### src/rtl/rotate_right_seq.sv
// rotate_right_seq: multi-cycle rotate-right, one bit per clock, valid/ready on both sides
//   clk          rising-edge clock
//   rst_n        asynchronous active-low reset
//   in_valid_i   operands valid; accepted when in_valid_i & in_ready_o
//   in_ready_o   high only in IDLE
//   a_i          operand to rotate
//   b_i          rotate amount; only b_i[SHW-1:0] is used
//   out_valid_o  result valid; high only in DONE
//   out_ready_i  consumer takes result when out_valid_o & out_ready_i
//   result_o     rotated value, registered, changes only on entry to DONE
//   busy_o       high in SHIFT or DONE
module rotate_right_seq #(
    parameter int WIDTH = 16,
    parameter int SHW   = 4
) (
    input  logic             clk,
    input  logic             rst_n,
    input  logic             in_valid_i,
    output logic             in_ready_o,
    input  logic [WIDTH-1:0] a_i,
    input  logic [WIDTH-1:0] b_i,
    output logic             out_valid_o,
    input  logic             out_ready_i,
    output logic [WIDTH-1:0] result_o,
    output logic             busy_o
);
    typedef enum logic [1:0] {IDLE, SHIFT, DONE} state_t;
    state_t           state_q;
    logic [WIDTH-1:0] sreg_q;
    logic [WIDTH-1:0] result_q;
    logic [SHW-1:0]   cnt_q;
    logic             in_ready_q;
    logic             out_valid_q;
    logic [SHW-1:0]   n_d;
    logic [WIDTH-1:0] rot_d;
    logic             unused_b;
    // upper amount bits are don't-care: n wraps modulo WIDTH
    assign n_d      = b_i[SHW-1:0];
    assign unused_b = ^b_i[WIDTH-1:SHW];
    assign rot_d    = {sreg_q[0], sreg_q[WIDTH-1:1]};
    always_ff @(posedge clk or negedge rst_n) begin
        if (!rst_n) begin
            state_q     <= IDLE;
            sreg_q      <= '0;
            result_q    <= '0;
            cnt_q       <= '0;
            in_ready_q  <= 1'b1;
            out_valid_q <= 1'b0;
        end else begin
            case (state_q)
                IDLE: begin
                    if (in_valid_i) begin
                        sreg_q     <= a_i;
                        cnt_q      <= n_d;
                        in_ready_q <= 1'b0;
                        if (n_d == '0) begin
                            state_q     <= DONE;
                            result_q    <= a_i;
                            out_valid_q <= 1'b1;
                        end else begin
                            state_q <= SHIFT;
                        end
                    end
                end
                SHIFT: begin
                    sreg_q <= rot_d;
                    cnt_q  <= cnt_q - 1'b1;
                    // last step: publish the shifted value directly, not sreg_q
                    if (cnt_q == SHW'(1)) begin
                        state_q     <= DONE;
                        result_q    <= rot_d;
                        out_valid_q <= 1'b1;
                    end
                end
                DONE: begin
                    if (out_ready_i) begin
                        state_q     <= IDLE;
                        out_valid_q <= 1'b0;
                        in_ready_q  <= 1'b1;
                    end
                end
                default: begin
                    state_q     <= IDLE;
                    out_valid_q <= 1'b0;
                    in_ready_q  <= 1'b1;
                end
            endcase
        end
    end
    assign in_ready_o  = in_ready_q;
    assign out_valid_o = out_valid_q;
    assign result_o    = result_q;
    assign busy_o      = ~in_ready_q;
endmodule

### config.mk
export PLATFORM = sky130hd
export DESIGN_NAME = rotate_right_seq
export DESIGN_NICKNAME = d
export VERILOG_FILES = /design/src/rtl/rotate_right_seq.sv
export SDC_FILE = /design/constraint.sdc
export NUM_CORES = 1
export LEC_CHECK = 0
export BUFFER_PORTS_ARGS = -buffer_cell sky130_fd_sc_hd__buf_2
export CORE_MARGIN = 2
export CORE_UTILIZATION = 25
export CTS_BUF_LIST = sky130_fd_sc_hd__clkbuf_8
export CTS_CLUSTER_DIAMETER = 100
export DETAILED_ROUTE_END_ITERATION = 10
export PLACE_DENSITY_LB_ADDON = 0.3
export SETUP_SLACK_MARGIN = 0.4
export SLEW_MARGIN = 10
export SYNTH_ARGS = -nofsm -noshare
export SYNTH_HDL_FRONTEND = slang
export SYNTH_SLANG_ARGS = --single-unit
### constraint.sdc
create_clock -name clk -period 2.65 [get_ports clk]
set_input_delay 0.265 -clock clk [delete_from_list [all_inputs] [get_ports clk]]
set_output_delay 0.265 -clock clk [all_outputs]
set_load 0.01 [all_outputs]
==> results of run 1 <==
[state kept, by name (all words and copies together), names as in the netlist]
signal       flops
result_o        16
sreg_q          16
cnt_q            4
state_q          2
in_ready_o       1
out_valid_o      1
[area by class of cell]
class                      count  area [um2]  share of cell area
clock buffer                   7       96.34             0.04034
clock inverter                 1       30.03             0.01257
inverter                      12       45.04             0.01886
multi-input combinational     87       800.8              0.3353
sequential                    40        1002              0.4196
tap                           99       123.9             0.05186
timing repair buffer          51       290.3              0.1215
[metal layers]
| metal | share of wire | vias to the layer above | GRT usage |
|---|---|---|---|
| met5 | 0 | - | 0 |
| li1 | - | 624 | - |
| met1 | 0.46 | 624 | 0.1264 |
| met2 | 0.49 | 22 | 0.1630 |
| met3 | 0.043 | 5 | 0.02822 |
| met4 | 0.012 | 0 | 0.03409 |
[cell families (layout without fill, tap and decap cells)]
group                      Yosys count  after routing  share of synthesized area
AOI/OAI and AO/OA                   24             24                    0.09909
adders and majority gates            2              2                    0.01321
buffers and inverters               19             71                    0.05152
DFF                                 40             40                     0.5291
muxes                               43             43                     0.2510
and+or+nand+nor                     18             18                    0.05615
[power breakdown]
part / switching (mW) / internal, mW / total, mW
clock: 0.208 / 0.332 / 0.540
combinational: 0.569 / 0.695 / 1.26
sequential: 0.168 / 0.929 / 1.10
total: 0.944 / 1.96 / 2.90
[worst register-to-register path, cell delays in order (launching register included)]
cell     delay (ns)
dfrtp_1        0.46
ha_1           0.18
or3b_2         0.49
o22ai_4        0.16
buf_4          0.22
mux2_2         0.34
[worst max path at each step]
stage | from | end | slack, ns
floorplan | cnt_q[1] | result_o[13] | 0.74
global placement | cnt_q[0] | result_o[3] | 0.49
detailed placement | cnt_q[0] | result_o[1] | 0.46
CTS | cnt_q[0] | result_o[1] | 0.44
global route | cnt_q[0] | result_o[10] | 0.62
finish | cnt_q[0] | result_o[9] | 0.68
[cell usage in the layout (no fill, tap or decap), drive strengths merged, types with 2 or more instances in the layout]
cell type / instances
ha: 2
clkbuf: 7
mux2: 30
buf: 51
nand3b: 2
nor2: 2
mux2i: 13
o21ai: 7
dfrtp: 39
inv: 12
o21ba: 2
nand2: 6
[per-stage QoR]
step / hold slack [ns] / util
finish: 0.1122 / 0.3276
global route: 0.1933 / 0.3276
CTS: 0.1497 / 0.3228
detailed placement: 0.4745 / 0.3054
global placement: 0.4641 / 0.3054
floorplan: -0.03059 / -
[repair_timing]
item                       CTS  global route
hold endpoints to repair     0             0
setup buffers                0             3
setup endpoints to repair    0             5
==> summary.md, run 1 <==
| Metric | Value |
|---|---|
| Final period util | `0.7416` |
| Synth-to-layout area growth | `26.09%` |
| First-pass DRT Iterations | `4` |
| Number of vias per cell | `4.293` |
| Congestion Overflow GR | `0` |
| Fillers | `796` |
| Final Critical Period | `1.965 ns` |
| Die X | `91.05 um` |
| Setup crit end kind | `flop` |
| Fin cells | `297` |
| CTS tree | `yes` |
| Synth area leaders | `dfrtp_1 (52%), mux2_2 (17%), mux2i_1 (6.9%)` |
| R2R Setup Slk | `0.68 ns` |
| Arrival time at the worst endpoint | `2.14 ns` |
| CP required | `2.82 ns` |
| I/O pin count | `55` |
| CTS Hold Bufs | `0` |
| TNS Setup | `0 ns` |
| Critical path class | `reg2reg` |
| CP top delay family | `simple AND/OR/NAND/NOR gates` |
| Clk root buf | `clkbuf_8` |
| Status | `finished clean` |
| Reg2Reg Capture Point | `result_o[9]` |
| Die ar. | `8289 um2` |
| Final Hold Viols | `0` |
| Final GP Congestion | `0.6897` |
| Hold crit path type | `in2async` |
| Worst path max stage delay | `0.49 ns` |
| Rel. slew slack | `0.3933` |
| Area after DPL | `2227 um2` |
| Library cells used by synthesis | `40` |
| Ys flop type | `dfrtp_1` |
| Most frequent cell after synthesis | `dfrtp_1` |
| Tot Pwr | `2.901 mW` |
| NumNets Final | `235` |
| Clk_lat worst skew | `0.28 ns` |
| Number of global-route vias before repair | `1385` |
| Synth Net Count | `184` |
| Clk_skew | `0.005878 ns` |
| R2R depth | `5` |
| Final wirelength | `3901 um` |
| Fmax achieved | `508.8 MHz` |
| Largest net degree at the start of global routing | `41` |
| Residual DRC | `0` |
| Final instance area | `2389 um2` |
| Mapped Area | `1894 um2` |
| # port buffers | `42` |
| Post-synth EDFFs | `0` |
| Synth top cells by count | `dfrtp_1 (39), mux2_2 (28), mux2i_1 (13)` |
| Reg-to-Reg Start | `cnt_q[0]` |
| GR Util All Layers | `0.09968` |
| Initial DRC Count | `49` |
| Chip Height | `91.05 um` |
| Total CTS buffers | `5` |
| VDD IR max | `0.0003995 V` |
| Crit path buf inv count | `1` |
| Floorplan row count | `31` |
| Starting Density | `0.2598` |
| Mapped Cells | `146` |
| Antenna violations before repair | `0` |
| Final worst slack | `0.6847 ns` |
| H-tree Lvls | `2` |
| Pins Over Slew Limit | `0` |
| Placed cells | `286` |
| #FFs+latches synth | `40` |
| Average size of a mapped cell | `12.97 um2` |
| Yosys warnings | `0` |
| Post-DP HPWL | `2742 um` |
| Worst-path cell with the longest stage delay | `or3b_2` |
| CTS sink count | `40` |
| CTS Buffer Depth | `2` |
| Clock transition at the registers of the reported paths | `0.08 ns` |
| Crit path max fanout | `7` |
| First-pass GRT wire length | `6651 um` |
| Largest area contributor in the netlist | `dfrtp_1` |
| Ys async rst share | `1.000` |
| Share of the synthesized area in the top cell type | `0.5152` |
| Via Count | `1275` |
| Unrepaired setup endpoints after global routing | `no` |
| Leakage power | `1.092 nW` |
| Post-cts gate resize count | `0` |
| Layout cells sized above 1 | `0.4949` |
| Max-cap violations | `0` |
| Setup crit start kind | `flop` |
| Crit path cell chain | `ha_1 -> or3b_2 -> o22ai_4 -> buf_4 -> mux2_2` |
| Cell count along the critical path | `5` |
| Core Region | `7292 um2` |
| Post-synthesis sequential area ratio | `0.5291` |
| ANT cells | `0` |
| Routed wire length per instance | `13.13 um` |
| Pwr Density | `1215 nW/um2` |
| Pre-CTS setup slack | `0.4623 ns` |
| Routed Antenna Nets | `0` |
| Setup violators final | `0` |
| Worst Max-Slew Pin Slew | `0.9101 ns` |
No activity file was read; power rests on OpenSTA's default activity.
==> inputs of run 2 (changes only) <==
clock period = 1.9 ns   (was 2.65 ns; I/O delays follow)
==> run 2 against run 1 <==
Clock-buffer cell count is 1 lower. Sequential share of layout area is 5.1 points lower. Total power is 58% higher. Wire length is 13% higher. Fmax is 12% higher. Cell count is 6.4% higher. Clock power is 8.1% higher. Via count is 7.8% higher. Cell area is 14% higher. Critical endpoint is now result_o[7].
==> summary.md, run 2 (same netlist as run 1, synthesis figures left out) <==
| Metric | Value |
|---|---|
| Post-DP HPWL | `2951 um` |
| Clk_skew | `0.003545 ns` |
| Crit path cell chain | `or4b_4 -> o22ai_4 -> buf_12 -> mux2_2` |
| # port buffers | `42` |
| H-tree Lvls | `2` |
| Residual DRC | `0` |
| CTS tree | `yes` |
| GR Util All Layers | `0.1092` |
| Final Critical Period | `1.758 ns` |
| Total CTS buffers | `5` |
| Most frequent cells in the layout | `buf_2 (42), dfrtp_1 (39), mux2_4 (18), inv_1 (13), buf_4 (13)` |
| Crit path max fanout | `9` |
| Fmax achieved | `568.9 MHz` |
| Die ar. | `8289 um2` |
| Clock transition at the registers of the reported paths | `0.08 ns` |
| CP required | `2.08 ns` |
| Leakage power | `1.262 nW` |
| Setup crit end kind | `flop` |
| I/O pin count | `55` |
| Clk root buf | `clkbuf_8` |
| Pwr Density | `1690 nW/um2` |
| Pins Over Slew Limit | `0` |
| First-pass GRT wire length | `7134 um` |
| Setup crit start kind | `flop` |
| Arrival time at the worst endpoint | `1.94 ns` |
| Core Region | `7292 um2` |
| Setup violators final | `0` |
| Chip Height | `91.05 um` |
| Rel. slew slack | `0.6637` |
| Worst path max stage delay | `0.53 ns` |
| Crit path buf inv count | `1` |
| Congestion Overflow GR | `0` |
| Final GP Congestion | `0.7384` |
| CP top delay family | `simple AND/OR/NAND/NOR gates` |
| Reg-to-Reg Start | `state_q[1]` |
| Routed Antenna Nets | `0` |
| CTS Buffer Depth | `2` |
| Reg2Reg Capture Point | `result_o[7]` |
| Final Hold Viols | `0` |
| Clk_lat worst skew | `0.29 ns` |
| NumNets Final | `254` |
| ANT cells | `0` |
| Status | `finished clean` |
| Worst-path cell with the longest stage delay | `or4b_4` |
| Final period util | `0.9251` |
| Number of vias per cell | `4.348` |
| Final wirelength | `4395 um` |
| Hold Path End | `cnt_q[0]` |
| Commonest non-fill, non-tap cell in the layout | `buf_2` |
| Fillers | `760` |
| Via Count | `1374` |
| Initial DRC Count | `32` |
| VDD IR max | `0.0006264 V` |
| First-pass DRT Iterations | `3` |
| Starting Density | `0.2598` |
| Hold crit path type | `in2reg` |
| Tot Pwr | `4.596 mW` |
| Die X | `91.05 um` |
| CTS sink count | `40` |
| Number of global-route vias before repair | `1445` |
| Critical path class | `reg2reg` |
| Unrepaired setup endpoints after global routing | `yes` |
| Antenna violations before repair | `0` |
| R2R depth | `4` |
| R2R Setup Slk | `0.14 ns` |
| Floorplan row count | `31` |
| Hold Path Stages | `2` |
| Synth-to-layout area growth | `43.53%` |
| Max-cap violations | `0` |
| Hold Path Origin | `b_i[0]` |
| Largest net degree at the start of global routing | `22` |
| TNS Setup | `0 ns` |
| Layout cells sized above 1 | `0.5622` |
| Routed wire length per instance | `13.91 um` |
| Worst Max-Slew Pin Slew | `0.5044 ns` |
-- run 2: cell count changes in the layout (fill, tap and decap cells not counted), moves of 5 or more --
cell     before  now
buf_6         0   10
mux2_4        2   18
o21ai_0       7    2
mux2i_1      13    7
o21ai_1       0    5
mux2_2       28   12
buf_4         8   13
-- run 2: cell type report --
type                       count  area (um2)  area share
sequential                    40        1002      0.3686
clock inverter                 2       7.507    0.002761
clock buffer                   6       82.58     0.03037
multi-input combinational     87       952.2      0.3502
timing repair buffer          70       505.5      0.1859
tap                           99       123.9     0.04556
inverter                      12       45.04     0.01657
-- run 2: worst max-delay path by stage --
| stage | from | to | slack [ns] | cells past startpoint |
|---|---|---|---|---|
| after floorplan | state_q[0] | result_o[13] | 0.05 | 5 |
| after global placement | cnt_q[1] | result_o[5] | 0.1 | 6 |
| after detailed placement | cnt_q[1] | result_o[5] | 0.12 | 6 |
| after CTS | cnt_q[1] | result_o[7] | 0.15 | 6 |
| after global routing | cnt_q[1] | result_o[6] | 0.07 | 6 |
| final | state_q[1] | result_o[7] | 0.14 | 4 |
-- run 2: repair_timing --
item / in CTS / in global routing
gates resized for setup: 20 / 28
endpoints found under the hold margin: 18 / 0
setup endpoints to repair: 29 / 36
setup buffers: 12 / 3
pin swaps: 1 / 3
hold buffers: 1 / 0
-- run 2: metal layers --
metal / vias up / global-route usage / wire [um]
met5: - / 0 / 0
met1: 682 / 0.1438 / 2110
met3: 5 / 0.03071 / 156
li1: 660 / - / -
met4: 0 / 0.03409 / 52
met2: 27 / 0.1741 / 2076
-- run 2: metrics by stage --
| stage | instances | utilization | instance area (um2) | setup slack (ns) | hold WS (ns) |
|---|---|---|---|---|---|
| floorplan | 146 | - | 1913 | 0.05153 | -0.1056 |
| global placement | 292 | 0.3176 | 2316 | 0.09922 | 0.1957 |
| detailed placement | 292 | 0.3176 | 2316 | 0.1163 | 0.1966 |
| CTS | 313 | 0.3548 | 2587 | 0.1516 | 0.1494 |
| global route | 316 | 0.3729 | 2719 | 0.07470 | 0.1549 |
| finish | 316 | 0.3729 | 2719 | 0.1424 | 0.1508 |
-- run 2: worst register-to-register path, cell delays in order, from the launching register on --
cell	delay, ns
dfrtp_1	0.40
or4b_4	0.53
o22ai_4	0.22
buf_12	0.17
mux2_2	0.33
-- run 2: power by group --
part	internal, mW	switching, mW	total, mW
combinational	1.48	0.981	2.46
clock	0.286	0.298	0.584
sequential	1.30	0.255	1.55
==> inputs of run 3 (changes only) <==
REMOVE_ABC_BUFFERS = 1   (was default)
TNS_END_PERCENT = 20   (was default)
==> run 3 against run 2 <==
Combinational power is 9.8% lower. Sequential cell count stayed put. Clock-buffer cell count is 1 higher. Largest cell class unchanged. Highest routed layer unchanged.
==> summary.md, run 3 (same netlist as run 1, synthesis figures left out) <==
| Metric | Value |
|---|---|
| Leakage power | `1.231 nW` |
| Initial DRC Count | `48` |
| Final wirelength | `4353 um` |
| Pwr Density | `1727 nW/um2` |
| Clk root buf | `clkbuf_8` |
| Setup crit start kind | `flop` |
| Final Hold Viols | `0` |
| Post-DP HPWL | `2925 um` |
| Chip Height | `91.05 um` |
| Largest net degree at the start of global routing | `27` |
| Commonest non-fill, non-tap cell in the layout | `buf_2` |
| CTS Buffer Depth | `2` |
| Clk_skew | `0.002066 ns` |
| Worst path max stage delay | `0.55 ns` |
| Max-cap violations | `0` |
| CP required | `2.08 ns` |
| ANT cells | `0` |
| Unrepaired setup endpoints after global routing | `yes` |
| Die X | `91.05 um` |
| Total CTS buffers | `5` |
| Hold crit path type | `in2reg` |
| Critical path class | `reg2reg` |
| WHS | `0.1592 ns` |
| Final instance area | `2614 um2` |
| Floorplan row count | `31` |
| Final GP Congestion | `0.7001` |
| Residual DRC | `0` |
| Most frequent cells in the layout | `buf_2 (43), dfrtp_1 (39), mux2_2 (16), buf_4 (15), mux2_4 (14)` |
| Clock transition at the registers of the reported paths | `0.08 ns` |
| Synth-to-layout area growth | `37.98%` |
| Final period util | `0.9228` |
| CTS sink count | `40` |
| Clk_lat worst skew | `0.29 ns` |
| I/O pin count | `55` |
| H-tree Lvls | `2` |
| Routed Antenna Nets | `0` |
| Setup crit end kind | `flop` |
| Die ar. | `8289 um2` |
| GR Util All Layers | `0.1049` |
| Worst Max-Slew Pin Slew | `0.6175 ns` |
| Worst-path cell with the longest stage delay | `or4b_4` |
| Crit path buf inv count | `1` |
| First-pass GRT wire length | `6982 um` |
| Crit path max fanout | `7` |
| Core Region | `7292 um2` |
| Antenna violations before repair | `0` |
| CP top delay family | `simple AND/OR/NAND/NOR gates` |
| # port buffers | `42` |
| Number of global-route vias before repair | `1413` |
| Number of vias per cell | `4.308` |
| Setup violators final | `0` |
| Rel. slew slack | `0.5883` |
| Status | `finished clean` |
| Routed wire length per instance | `13.95 um` |
| Starting Density | `0.2598` |
| NumNets Final | `250` |
| Pins Over Slew Limit | `0` |
| Arrival time at the worst endpoint | `1.93 ns` |
| Crit path cell chain | `or4b_4 -> o22ai_4 -> buf_8 -> mux2_4` |
| Via Count | `1344` |
| CTS tree | `yes` |
| VDD IR max | `0.0006305 V` |
| First-pass DRT Iterations | `4` |
| Final Critical Period | `1.753 ns` |
| Fmax achieved | `570.3 MHz` |
| Area after DPL | `2300 um2` |
| Layout cells sized above 1 | `0.5352` |
| Congestion Overflow GR | `0` |
## run 3: changes by cell type in the layout (fill, tap and decap cells not counted), sizes merged
cell	previous run	this run
buf	69	64
inv	14	12
clkbuf	6	8
bufinv	0	1
## run 3: path summary, 6_finish.rpt
check | startpoint | slack, ns | cells past startpoint | endpoint
setup / recovery | state_q[1] | 0.15 | 4 | result_o[11]
hold / removal | b_i[0] | 0.16 | 2 | cnt_q[0]
setup reg to reg | state_q[1] | 0.15 | 4 | result_o[11]
hold reg to reg | sreg_q[15] | 0.49 | 2 | sreg_q[15]
max in group asynchronous | rst_n | 0.81 | 3 | result_o[4]
min in group asynchronous | rst_n | 0.45 | 2 | out_valid_o
## run 3: cell type report
class / count / area [um2]
Sequential cell: 40 / 1002
Clock inverter: 1 / 30.03
Clock buffer: 7 / 96.34
Multi-Input combinational cell: 87 / 873.3
Inverter: 12 / 45.04
Fill cell: 763 / 4678
Timing Repair Buffer: 66 / 442.9
Tap cell: 99 / 123.9
## run 3: timing repair
action,in CTS,in global routing
pin swaps,2,2
hold buffers,1,0
setup endpoints to repair,35,38
setup buffers,3,4
gates resized for setup,10,14
hold endpoints to repair,24,0
gates cloned,0,2
## run 3: per-stage QoR
stage	cells	TNS, ns	power [mW]	setup slack (ns)	util
5_1_grt	312	0	4.842	0.08825	0.3584
2_1_floorplan	139	-5.355	2.742	-0.2372	-
3_5_place_dp	294	-0.003109	3.442	-0.003109	0.3154
4_1_cts	306	0	4.341	0.1470	0.3421
6_report	312	0	4.513	0.1467	0.3584
3_3_place_gp	294	0	3.400	0.01320	0.3154
## run 3: routing by layer
layer | GRT usage | routed length (um) | vias to the layer above
li1 | - | - | 647
met1 | 0.1431 | 2107 | 662
met2 | 0.1642 | 2028 | 32
met3 | 0.02988 | 202 | 3
met4 | 0.02652 | 15 | 0
met5 | 0 | 0 | -
## run 3: worst reg2reg max path, stage by stage, from the launching register on
cell and delay (ns):
dfrtp_1 0.40, or4b_4 0.56, o22ai_4 0.20, buf_8 0.18
mux2_4 0.31
## run 3: where the power goes
group	internal, mW	switching, mW	leakage [nW]	total (mW)
combinational	1.29	0.936	0.696	2.22
sequential	1.30	0.226	0.470	1.52
clock	0.464	0.306	0.0645	0.770
total	3.05	1.47	1.23	4.51
